[config.mk]
export PLATFORM = sky130hd
export DESIGN_NAME = pong_match_ctrl
export DESIGN_NICKNAME = d
export VERILOG_FILES = /design/src/rtl/pong_pkg.sv /design/src/rtl/pong_btn_edge.sv /design/src/rtl/pong_match_ctrl.sv
export SDC_FILE = /design/constraint.sdc
export NUM_CORES = 1
export LEC_CHECK = 0
export CORE_AREA = 5 5 71 73
export DETAILED_ROUTE_END_ITERATION = 8
export DIE_AREA = 0 0 76 78
export PLACE_DENSITY = 0.65
export SLEW_MARGIN = 0
export SYNTH_ARGS = -nofsm -noshare
export SYNTH_HDL_FRONTEND = slang
export SYNTH_SLANG_ARGS = --single-unit
[constraint.sdc]
create_clock -name clk -period 1.7 [get_ports clk]
set_input_delay 0.51 -clock clk [delete_from_list [all_inputs] [get_ports clk]]
set_output_delay 0.51 -clock clk [all_outputs]
set_load 0.02 [all_outputs]
[src/rtl/pong_pkg.sv]
// Shared pong definitions: match states, winner codes and playfield constants.
package pong_pkg;

   // Match sequencer states; codes 5-7 are unused and recover to StIdle.
   typedef enum logic [2:0] {
      StIdle     = 3'd0,
      StServe    = 3'd1,
      StPlay     = 3'd2,
      StPoint    = 3'd3,
      StGameOver = 3'd4
   } match_state_e;

   localparam logic [1:0] WinNone = 2'b00;
   localparam logic [1:0] WinP1   = 2'b01;
   localparam logic [1:0] WinP2   = 2'b10;

   // Playfield geometry shared with the ball/paddle engine.
   localparam int unsigned ScreenW  = 640;
   localparam int unsigned ScreenH  = 480;
   localparam int unsigned PaddleH  = 48;
   localparam int unsigned BallSize = 8;

   function automatic int unsigned max_u(input int unsigned a, input int unsigned b);
      return (a > b) ? a : b;
   endfunction

   // Bits needed to hold 0..n-1, never less than one.
   function automatic int unsigned cnt_width(input int unsigned n);
      return (n > 1) ? $clog2(n) : 1;
   endfunction

endpackage

[src/rtl/pong_btn_edge.sv]
// Registers a synchronised button level and flags its rising edge.
module pong_btn_edge (
   input  logic clk,
   input  logic rst_n,
   input  logic btn,
   output logic pulse
);

   logic btn_q;

   // Previous-clock copy of the button level.
   always_ff @(posedge clk) begin
      if (!rst_n) btn_q <= 1'b0;
      else        btn_q <= btn;
   end

   // High for one clk when the button goes from released to pressed.
   assign pulse = btn & ~btn_q;

endmodule

[src/rtl/pong_match_ctrl.sv]
// Pong match sequencer: serve/play/point timing, scoring, pause and winner.
module pong_match_ctrl
   import pong_pkg::*;
#(
   parameter int unsigned SERVE_FRAMES = 60,
   parameter int unsigned POINT_FRAMES = 90,
   parameter int unsigned WIN_SCORE    = 7,
   parameter int unsigned SCORE_W      = 4
) (
   input  logic               clk,
   input  logic               rst_n,
   input  logic               frame_tick,
   input  logic               btn_start,
   input  logic               btn_pause,
   input  logic               miss_left,
   input  logic               miss_right,
   output logic               ball_run,
   output logic               ball_reset,
   output logic               serve_dir,
   output logic [SCORE_W-1:0] score1,
   output logic [SCORE_W-1:0] score2,
   output logic [1:0]         winner,
   output logic [2:0]         game_state,
   output logic               paused
);

   localparam int unsigned CNT_W = cnt_width(max_u(SERVE_FRAMES, POINT_FRAMES));
   localparam logic [CNT_W-1:0]   ServeLoad = CNT_W'(SERVE_FRAMES - 1);
   localparam logic [CNT_W-1:0]   PointLoad = CNT_W'(POINT_FRAMES - 1);
   localparam logic [SCORE_W-1:0] WinVal    = SCORE_W'(WIN_SCORE);
   localparam logic [SCORE_W-1:0] ScoreOne  = SCORE_W'(1);

   match_state_e     state_q;
   logic [CNT_W-1:0] cnt_q;
   logic             start_pulse;
   logic             pause_pulse;

   pong_btn_edge u_start_edge (
      .clk   (clk),
      .rst_n (rst_n),
      .btn   (btn_start),
      .pulse (start_pulse)
   );

   pong_btn_edge u_pause_edge (
      .clk   (clk),
      .rst_n (rst_n),
      .btn   (btn_pause),
      .pulse (pause_pulse)
   );

   assign game_state = state_q;

   // Match FSM; ball_run/ball_reset are registered alongside each state change.
   always_ff @(posedge clk) begin
      if (!rst_n) begin
         state_q    <= StIdle;
         cnt_q      <= '0;
         score1     <= '0;
         score2     <= '0;
         winner     <= WinNone;
         serve_dir  <= 1'b1;
         paused     <= 1'b0;
         ball_run   <= 1'b0;
         ball_reset <= 1'b1;
      end else begin
         case (state_q)
            StIdle: begin
               // A start edge loads the counter, so a same-clk frame_tick is not counted.
               if (start_pulse) begin
                  state_q <= StServe;
                  score1  <= '0;
                  score2  <= '0;
                  cnt_q   <= ServeLoad;
               end
            end
            StServe: begin
               if (frame_tick) begin
                  if (cnt_q == '0) begin
                     state_q    <= StPlay;
                     ball_reset <= 1'b0;
                     ball_run   <= 1'b1;
                  end else begin
                     cnt_q <= cnt_q - 1'b1;
                  end
               end
            end
            StPlay: begin
               if (frame_tick && !paused && (miss_left || miss_right)) begin
                  state_q  <= StPoint;
                  cnt_q    <= PointLoad;
                  paused   <= 1'b0;
                  ball_run <= 1'b0;
                  // Left miss has priority: only one point per frame.
                  if (miss_left) begin
                     if (score2 < WinVal) score2 <= score2 + ScoreOne;
                     serve_dir <= 1'b0;
                  end else begin
                     if (score1 < WinVal) score1 <= score1 + ScoreOne;
                     serve_dir <= 1'b1;
                  end
               end else if (pause_pulse) begin
                  paused   <= !paused;
                  ball_run <= paused;
               end
            end
            StPoint: begin
               if (frame_tick) begin
                  if (cnt_q == '0) begin
                     ball_reset <= 1'b1;
                     if (score1 == WinVal) begin
                        state_q <= StGameOver;
                        winner  <= WinP1;
                     end else if (score2 == WinVal) begin
                        state_q <= StGameOver;
                        winner  <= WinP2;
                     end else begin
                        state_q <= StServe;
                        cnt_q   <= ServeLoad;
                     end
                  end else begin
                     cnt_q <= cnt_q - 1'b1;
                  end
               end
            end
            StGameOver: begin
               if (start_pulse) begin
                  state_q   <= StServe;
                  score1    <= '0;
                  score2    <= '0;
                  winner    <= WinNone;
                  serve_dir <= 1'b1;
                  cnt_q     <= ServeLoad;
               end
            end
            default: begin
               state_q    <= StIdle;
               cnt_q      <= '0;
               paused     <= 1'b0;
               ball_run   <= 1'b0;
               ball_reset <= 1'b1;
            end
         endcase
      end
   end

endmodule

==> metrics, run 1 <==
number of port buffers=23; worst slew pin tran=425 ps; Slew Viols, Final=0; FP Rows=24; worst min-delay path category=flop to flop; drt initial violations=53; H-tree levels=1; P&R area growth vs syn=41.0%; largest net degree at the start of global routing=15; Setup CP Type=primary input to flop; Antenna Cells=0; area of the multi-input gates=946 sq um; clock root buffer=clkbuf_8; VDD IR max=0.000419 V; Hold Crit Depth=2; Post-synth EDFFs=0; RR Endpoint=cnt_q[5]; commonest cells in the netlist=26 x dfxtp_1, 23 x nor2_1, 20 x a21oi_1; post-detail-place hpwl=2780 microns; remaining global-route overflow=0; final setup vio count=0; max-cap viol count=0; setup slack after layout=46.8 ps; final core occ=48.0%; Hold EP=serve_dir; drt pass-1 iters=4; Syn. warnings=0; CTS sink cnt=26; Die Height=78 microns; most numerous cell in the Yosys netlist=dfxtp_1; R2R setup slack=60 ps; fin crit share=97.2%; GPL Wtd Cong=0.801; FF+latch area=531 sq um; Cells after Synth=174; Die Footprint=0.00593 sq mm; post-synth top area share=35.6%; # DRC=0; fillers=439; total number of vias=1439; CTS tree=yes; CP Capture Type=flop; Worst Clk Skew=3.07 ps; clock-pin slew on the worst setup and hold paths=90 ps; worst reg2reg startpoint=cnt_q[2]; core area=0.00429 sq mm; Worst Setup Start Kind=primary input; status=completed; Worst EP arrival=1820 ps; FF-to-FF path depth=6; mean post-synth cell area=8.40 sq um; Slew HR=71.5%; share of cells above drive strength 1=28.0%; crit path max-delay cell type=o221a_1; initial antenna violation count=0; synthesized flop and latch total=26; nets=237; Finished Layout Cells=277; dpl cells=271; Num CTS Buffers=3; Final ANT Viol Nets=0; GRT Util Overall=12.6%; hold_sp=serve_dir; Place WS=-392 ps; RSZ-0062 raised after global routing=yes; sequential fraction of the synthesis area=35.6%; DR WL/cell=13.7 microns; global-route wire length before repair=6400 microns; Die X=76 microns; minimum clock period=1650 ps; vias in the first global route=1375; Final Hold Fails=0; Via density=5.19; cell accounting for the most synthesized area=dfxtp_1; synth top area cells=dfxtp_1 36%, a21oi_1 6.8%, nor2_1 5.9%, nand2_1 4.4%, a211oi_1 4.1%; critical path cell sequence=dlygate4sd2_1 -> and2b_2 -> a21oi_4 -> a31oi_4 -> and2_4 -> o221a_1; asr flop ratio synth=0%; CP max stage delay=260 ps; Fmax achieved=605 MHz; Net Count, Synth=185; Leakage=0.863 nW; Initial Util=34.0%; PD cells=851 mW/mm^2; worst-path fanout max=7; Netlist cell types=47; Skew-Pair Late Insertion Delay=270 ps; CTS max path bufs=2; WL final=3790 microns; Mapped Area=0.00146 sq mm; required time worst endpoint=1860 ps; Ports=24; leading register cell type out of synthesis=dfxtp_1
## worst max-delay path by stage
stage	from	endpoint	slack (ps)	cells past startpoint
after global placement	frame_tick	cnt_q[5]	-370	6
after CTS	cnt_q[2]	winner[1]	3	6
after detailed placement	miss_left	cnt_q[5]	-390	6
after global routing	game_state[0]	cnt_q[2]	-90	5
final	frame_tick	cnt_q[5]	50	6
after floorplan	miss_right	cnt_q[5]	-10	6
## layout by cell type (no fill, tap or decap), types with 5 or more instances in the layout
cell type	count
a211oi_1	6
dfxtp_1	20
nand2_1	17
nor2_1	23
inv_1	5
buf_4	29
dfxtp_2	5
a21oi_1	15
dlygate4sd2_1	21
a21oi_2	5
xnor2_1	5
mux2i_1	5
## routing by layer
metal / vias up / GRT usage (%) / routed length, microns
met3: 2 / 2.08 / 151
met1: 672 / 16.8 / 1790
li1: 730 / - / -
met2: 35 / 21.8 / 1830
met4: 0 / 1.60 / 22
met5: - / 0 / 0
## timing repair
| action | in CTS | in global routing |
|---|---|---|
| hold endpoints to repair | 0 | 0 |
| setup endpoints to repair | 33 | 11 |
| buffers inserted | 1 | 1 |
| hold buffers | 0 | 0 |
| gates resized for setup | 23 | 12 |
| pin swaps | 9 | 8 |
## area by class of cell
class	instances	area share [%]
clock buffer	4	2.67
timing repair buffer	53	21.4
multi-input combinational	136	45.9
tap	52	3.16
sequential	26	25.7
inverter	6	1.09
## where the power goes
group | leakage, nW | switching (mW) | internal [mW] | total (mW)
clock network | 0.0288 | 0.200 | 0.207 | 0.407
logic | 0.619 | 0.328 | 0.311 | 0.639
registers | 0.216 | 0.0484 | 0.660 | 0.708
total | 0.863 | 0.576 | 1.18 | 1.75
## registers in the layout, summed over array words and instances, names as in the netlist
name,cells
serve_dir,1
u_start_edge.btn_q,1
game_state,3
winner,2
score2,4
ball_run,1
ball_reset,1
score1,4
paused,1
cnt_q,7
u_pause_edge.btn_q,1
## metrics by stage
step	hold slack, ps	total power [mW]	area [sq um]	TNS (ps)
final	474	1.75	2060	0
after global routing	514	1.87	2060	-296
after CTS	482	1.72	2000	0
after detailed placement	461	1.31	1950	-7080
after global placement	461	1.31	1950	-7080
after floorplan	471	1.10	1490	-10.3
## worst max-delay path, delay by kind of cell
kind	cells	cell delay (ps)
and+or+nand+nor	2	450
AOI/OAI and AO/OA	3	610
buffers and inverters	1	250
## cells by family (layout without fill, tap and decap cells)
family	Yosys count	count (layout)	synth area share (%)
AOI/OAI and AO/OA	50	50	23.5
muxes	5	5	3.42
DFF	26	26	35.6
buffers and inverters	12	63	4.62
adders and majority gates	4	4	3.42
and+or+nand+nor	71	71	25.8
xor gates and xnor gates	6	6	3.60
No activity file was read; power rests on OpenSTA's default activity.
==> run 2, diff against run 1 <==
--- a/config.mk
+++ b/config.mk
@@ -5,10 +5,12 @@
 export SDC_FILE = /design/constraint.sdc
 export NUM_CORES = 1
 export LEC_CHECK = 0
-export CORE_AREA = 5 5 71 73
+export CAP_MARGIN = 10
+export CORE_AREA = 5 5 62 64
 export DETAILED_ROUTE_END_ITERATION = 8
-export DIE_AREA = 0 0 76 78
-export PLACE_DENSITY = 0.65
+export DIE_AREA = 0 0 67 69
+export MAX_ROUTING_LAYER = met4
+export PLACE_DENSITY = 0.81
 export SLEW_MARGIN = 0
 export SYNTH_ARGS = -nofsm -noshare
 export SYNTH_HDL_FRONTEND = slang
==> run 2 against run 1 <==
Die area shrank 22%; global-route usage grew 4.4 points; cell area grew 0.30%; utilization grew 16 points; sequential share of layout area grew 0.10 points; highest routed layer unchanged.
==> metrics, run 2 (synthesized netlist as in run 1, its figures left out) <==
status=completed; Antenna Cells=0; Via density=5.51; Leakage=0.876 nW; Skew-Pair Late Insertion Delay=330 ps; CTS sink cnt=26; Final Hold Fails=0; switching pwr=582 uW; GPL Wtd Cong=0.847; Final ANT Viol Nets=0; worst-path fanout max=3; max FFs per register=7; initial antenna violation count=0; Worst Clk Skew=9.14 ps; nets=237; FP Rows=21; area of the multi-input gates=950 sq um; Worst EP arrival=1140 ps; GRT Util Overall=17.0%; drt initial violations=79; final setup vio count=0; Slew HR=74.7%; core area=0.00323 sq mm; post-place instance area=0.00192 sq mm; clock-pin slew on the worst setup and hold paths=150 ps; Reg with most FFs=cnt_q; H-tree levels=1; vias in the first global route=1438; minimum clock period=1650 ps; global-route wire length before repair=6160 microns; WL final=3840 microns; CTS tree=yes; Ports=24; worst slew pin tran=378 ps; fin crit share=96.8%; drt pass-1 iters=4; post-detail-place hpwl=2750 microns; Place WS=-403 ps; Die Footprint=0.00462 sq mm; required time worst endpoint=1190 ps; Die X=67 microns; fillers=288; Slew Viols, Final=0; total number of vias=1492; Worst Setup Start Kind=flop; CTS max path bufs=2; most common cell after layout, fill and taps aside=buf_4; VDD IR max=0.000353 V; remaining global-route overflow=0; RSZ-0062 raised after global routing=yes; number of port buffers=23; most frequent cells in the layout=29 x buf_4, 23 x nor2_1, 19 x dfxtp_1, 18 x dlygate4sd2_1; FF+latch area=534 sq um; combinational power share=35.6%; DR WL/cell=14.2 microns; Hold Worst Slack=452 ps; share of cells above drive strength 1=29.3%; setup slack after layout=54.1 ps; clock root buffer=clkbuf_4; Num CTS Buffers=3; CP Capture Type=output pin; Clock power frac=24.4%; Reg power frac=40.0%; Setup CP Type=flop to output pin; fin area=0.00207 sq mm; biggest regs=cnt_q (7), score1 (4), score2 (4); # DRC=0; largest net degree at the start of global routing=16; Fmax achieved=608 MHz; Initial Util=45.2%; Setup TNS Final=0 ps; Switching Fraction=32.5%; worst min-delay path category=primary input to flop; total power=1.79 mW; PD cells=866 mW/mm^2; Die Height=69 microns; max-cap viol count=0; Pint=1.21 mW; P&R area growth vs syn=41.4%
==> run 2: cell type report <==
cell class,count,area share [%]
timing repair buffer,53,21.8
tap,46,2.78
inverter,6,1.09
multi-input combinational,136,45.9
clock inverter,1,1.45
sequential,26,25.8
clock buffer,3,1.09
==> run 2: routing by layer <==
layer / wire length, microns / up-vias / track usage (%) / part of all wire, %
met4: 28 / 0 / 5.18 / 0.73
met1: 1830 / 725 / 21.9 / 48
li1: - / 729 / - / -
met3: 117 / 4 / 2.44 / 3.1
met2: 1860 / 34 / 27.0 / 48
met5: 0 / - / - / 0
==> run 2: critical path, cell delays in order (launching register included) <==
cell and delay, ps:
dfxtp_2 370, buf_4 120, dlygate4sd2_1 320
==> run 2: timing repair <==
item	4_1_cts	5_1_grt
resized for setup	24	16
hold buffers	0	0
setup endpoints to repair	25	12
pin swaps	4	9
setup buffers	2	3
==> run 2: final timing paths <==
check | start | end | slack (ps) | cells past startpoint
max reg2reg | paused | cnt_q[5] | 70 | 5
max | score2[1] | score2[1] | 50 | 2
min reg2reg | serve_dir | serve_dir | 490 | 2
min | btn_start | u_start_edge.btn_q | 450 | 2
==> run 2: metrics by stage <==
step	utilization, %	std cells
after global placement	59.3	262
final	64.0	271
after detailed placement	59.3	262
after CTS	61.6	268
after floorplan	-	174
after global routing	64.0	271
==> run 2: power groups by stage <==
| stage | logic, mW | registers (mW) | clock network, mW |
|---|---|---|---|
| 6_report | 0.638 | 0.716 | 0.436 |
| 5_1_grt | 0.692 | 0.724 | 0.463 |
| 4_1_cts | 0.591 | 0.715 | 0.444 |
| 3_5_place_dp | 0.572 | 0.721 | 0 |
| 3_3_place_gp | 0.564 | 0.720 | 0 |
| 2_1_floorplan | 0.363 | 0.740 | 0 |
==> run 3, diff against run 2 <==
--- a/config.mk
+++ b/config.mk
@@ -7,6 +7,7 @@
 export LEC_CHECK = 0
 export CAP_MARGIN = 10
 export CORE_AREA = 5 5 62 64
+export CTS_CLUSTER_DIAMETER = 40
 export DETAILED_ROUTE_END_ITERATION = 8
 export DIE_AREA = 0 0 67 69
 export MAX_ROUTING_LAYER = met4
==> results of run 3 <==
Same layout as run 2: the final DEF is identical, and so are final timing and power.
==> edit (config.mk and constraints of run 3) <==
Set the parameter `SCORE_W` to 6 (it was 4).
--- a/src/rtl/pong_match_ctrl.sv
+++ b/src/rtl/pong_match_ctrl.sv
@@ -6,5 +6,5 @@
    parameter int unsigned POINT_FRAMES = 90,
    parameter int unsigned WIN_SCORE    = 7,
-   parameter int unsigned SCORE_W      = 4
+   parameter int unsigned SCORE_W      = 6
 ) (
    input  logic               clk,
Interface: changed (resized score1 and score2); port bits go from 24 to 28. No check against the original RTL was run, so the function may have changed too.
==> edit against run 3 <==
- wire length grew 2.4%
- sequential cell count grew 4
- setup slack lost 0.049 ns
- cell area grew 3.9%
- synthesized area grew 4.8%
- final cell count grew 4.1%
- combinational power shrank 6.3%
- total power grew 8.5%
- highest routed layer unchanged
==> edit: results (changes against run 3) <==
- Outcome: completed (unchanged)
- Slew headroom: 72.1% (was 74.7%)
- Met2 wire len: 1.94 mm (was 1.86 mm)
- Crit-path max cell delay: 0.49 ns (was 0.37 ns)
- H-tree depth: 2 (was 1)
- WL per Instance: 13.9 um (was 14.2 um)
- Post-synthesis mux area share: 7.84% (was 3.42%)
- Clock-pin transition on the worst setup and hold timing paths: 0.09 ns (was 0.15 ns)
- PnR worst setup slack: 0.00509 ns (was 0.0541 ns)
- All-Layer GR Usage: 18.9% (was 17.0%)
- Static Leak: 0.950 nW (was 0.876 nW)
- Fraction of layout cells with a size suffix above 1: 22.9% (was 29.3%)
- Area after DPL: 2020 sq um (was 1920 sq um)
- Sequential area share after synthesis: 39.2% (was 35.6%)
- Vias in the first global route: 1,513 (was 1,438)
- Drt first-iter violations: 113 (was 79)
- Arrival time at the worst endpoint: 1.93 ns (was 1.14 ns)
- Vias per inst: 5.43 (was 5.51)
- First-pass GRT wire length: 6.67 mm (was 6.16 mm)
- Setup Fix Bufs, Post-CTS: 1 (was 2)
- Setup Skew: 0.00915 ns (was 0.00914 ns)
- Pre-CTS WS: -0.530 ns (was -0.403 ns)
- Dpl cells: 274 (was 262)
- # port buffers: 27 (was 23)
- Largest regs: cnt_q (7), score1 (6), score2 (6) (was cnt_q (7), score1 (4), score2 (4))
- Met2 Usage GRT: 29.5% (was 27.0%)
- Adder-cell share of the synthesized area: 2.45% (was 3.42%)
- # nets final: 245 (was 237)
- Fillers: 283 (was 288)
- Post-CTS Resized: 28 (was 24)
- Mapped Cells: 183 (was 174)
- Met3 WL: 152 um (was 117 um)
- RR Endpoint: score1[1]$_SDFFE_PN0P_ (was cnt_q[5]$_SDFFE_PN0P_)
- Ranking of synthesized cells by area: dfxtp_1, mux2i_1, nand2_1 (was dfxtp_1, a21oi_1, nor2_1)
- Area grow syn2layout: 40.3% (was 41.4%)
- Top post-synthesis cells by count: dfxtp_1, nand2_1, nor2_1 (was dfxtp_1, nor2_1, a21oi_1)
-- edit: worst max-delay path by stage --
stage                                 end        from  cells after the start
2_1_floorplan       cnt_q[0]$_SDFFE_PN0P_  miss_right                      6
3_3_place_gp        cnt_q[1]$_SDFFE_PN0P_   miss_left                      7
3_5_place_dp        cnt_q[3]$_SDFFE_PN0P_  miss_right                      7
4_1_cts            score1[1]$_SDFFE_PN0P_  frame_tick                      6
5_1_grt            serve_dir$_SDFFE_PN1P_   btn_start                      7
6_report       game_state[2]$_SDFFE_PN0P_   btn_start                      7
-- edit: layout make-up --
type / count / share of cell area, %
multi-input combinational: 140 / 44.3
sequential: 30 / 28.1
timing repair buffer: 52 / 20.2
clock buffer: 8 / 3.67
tap: 46 / 2.68
inverter: 6 / 1.05
-- edit: power by group --
part	leakage [nW]	internal (mW)	switching [mW]
registers	0.246	0.759	0.0561
clock network	0.0446	0.282	0.246
logic	0.660	0.286	0.312
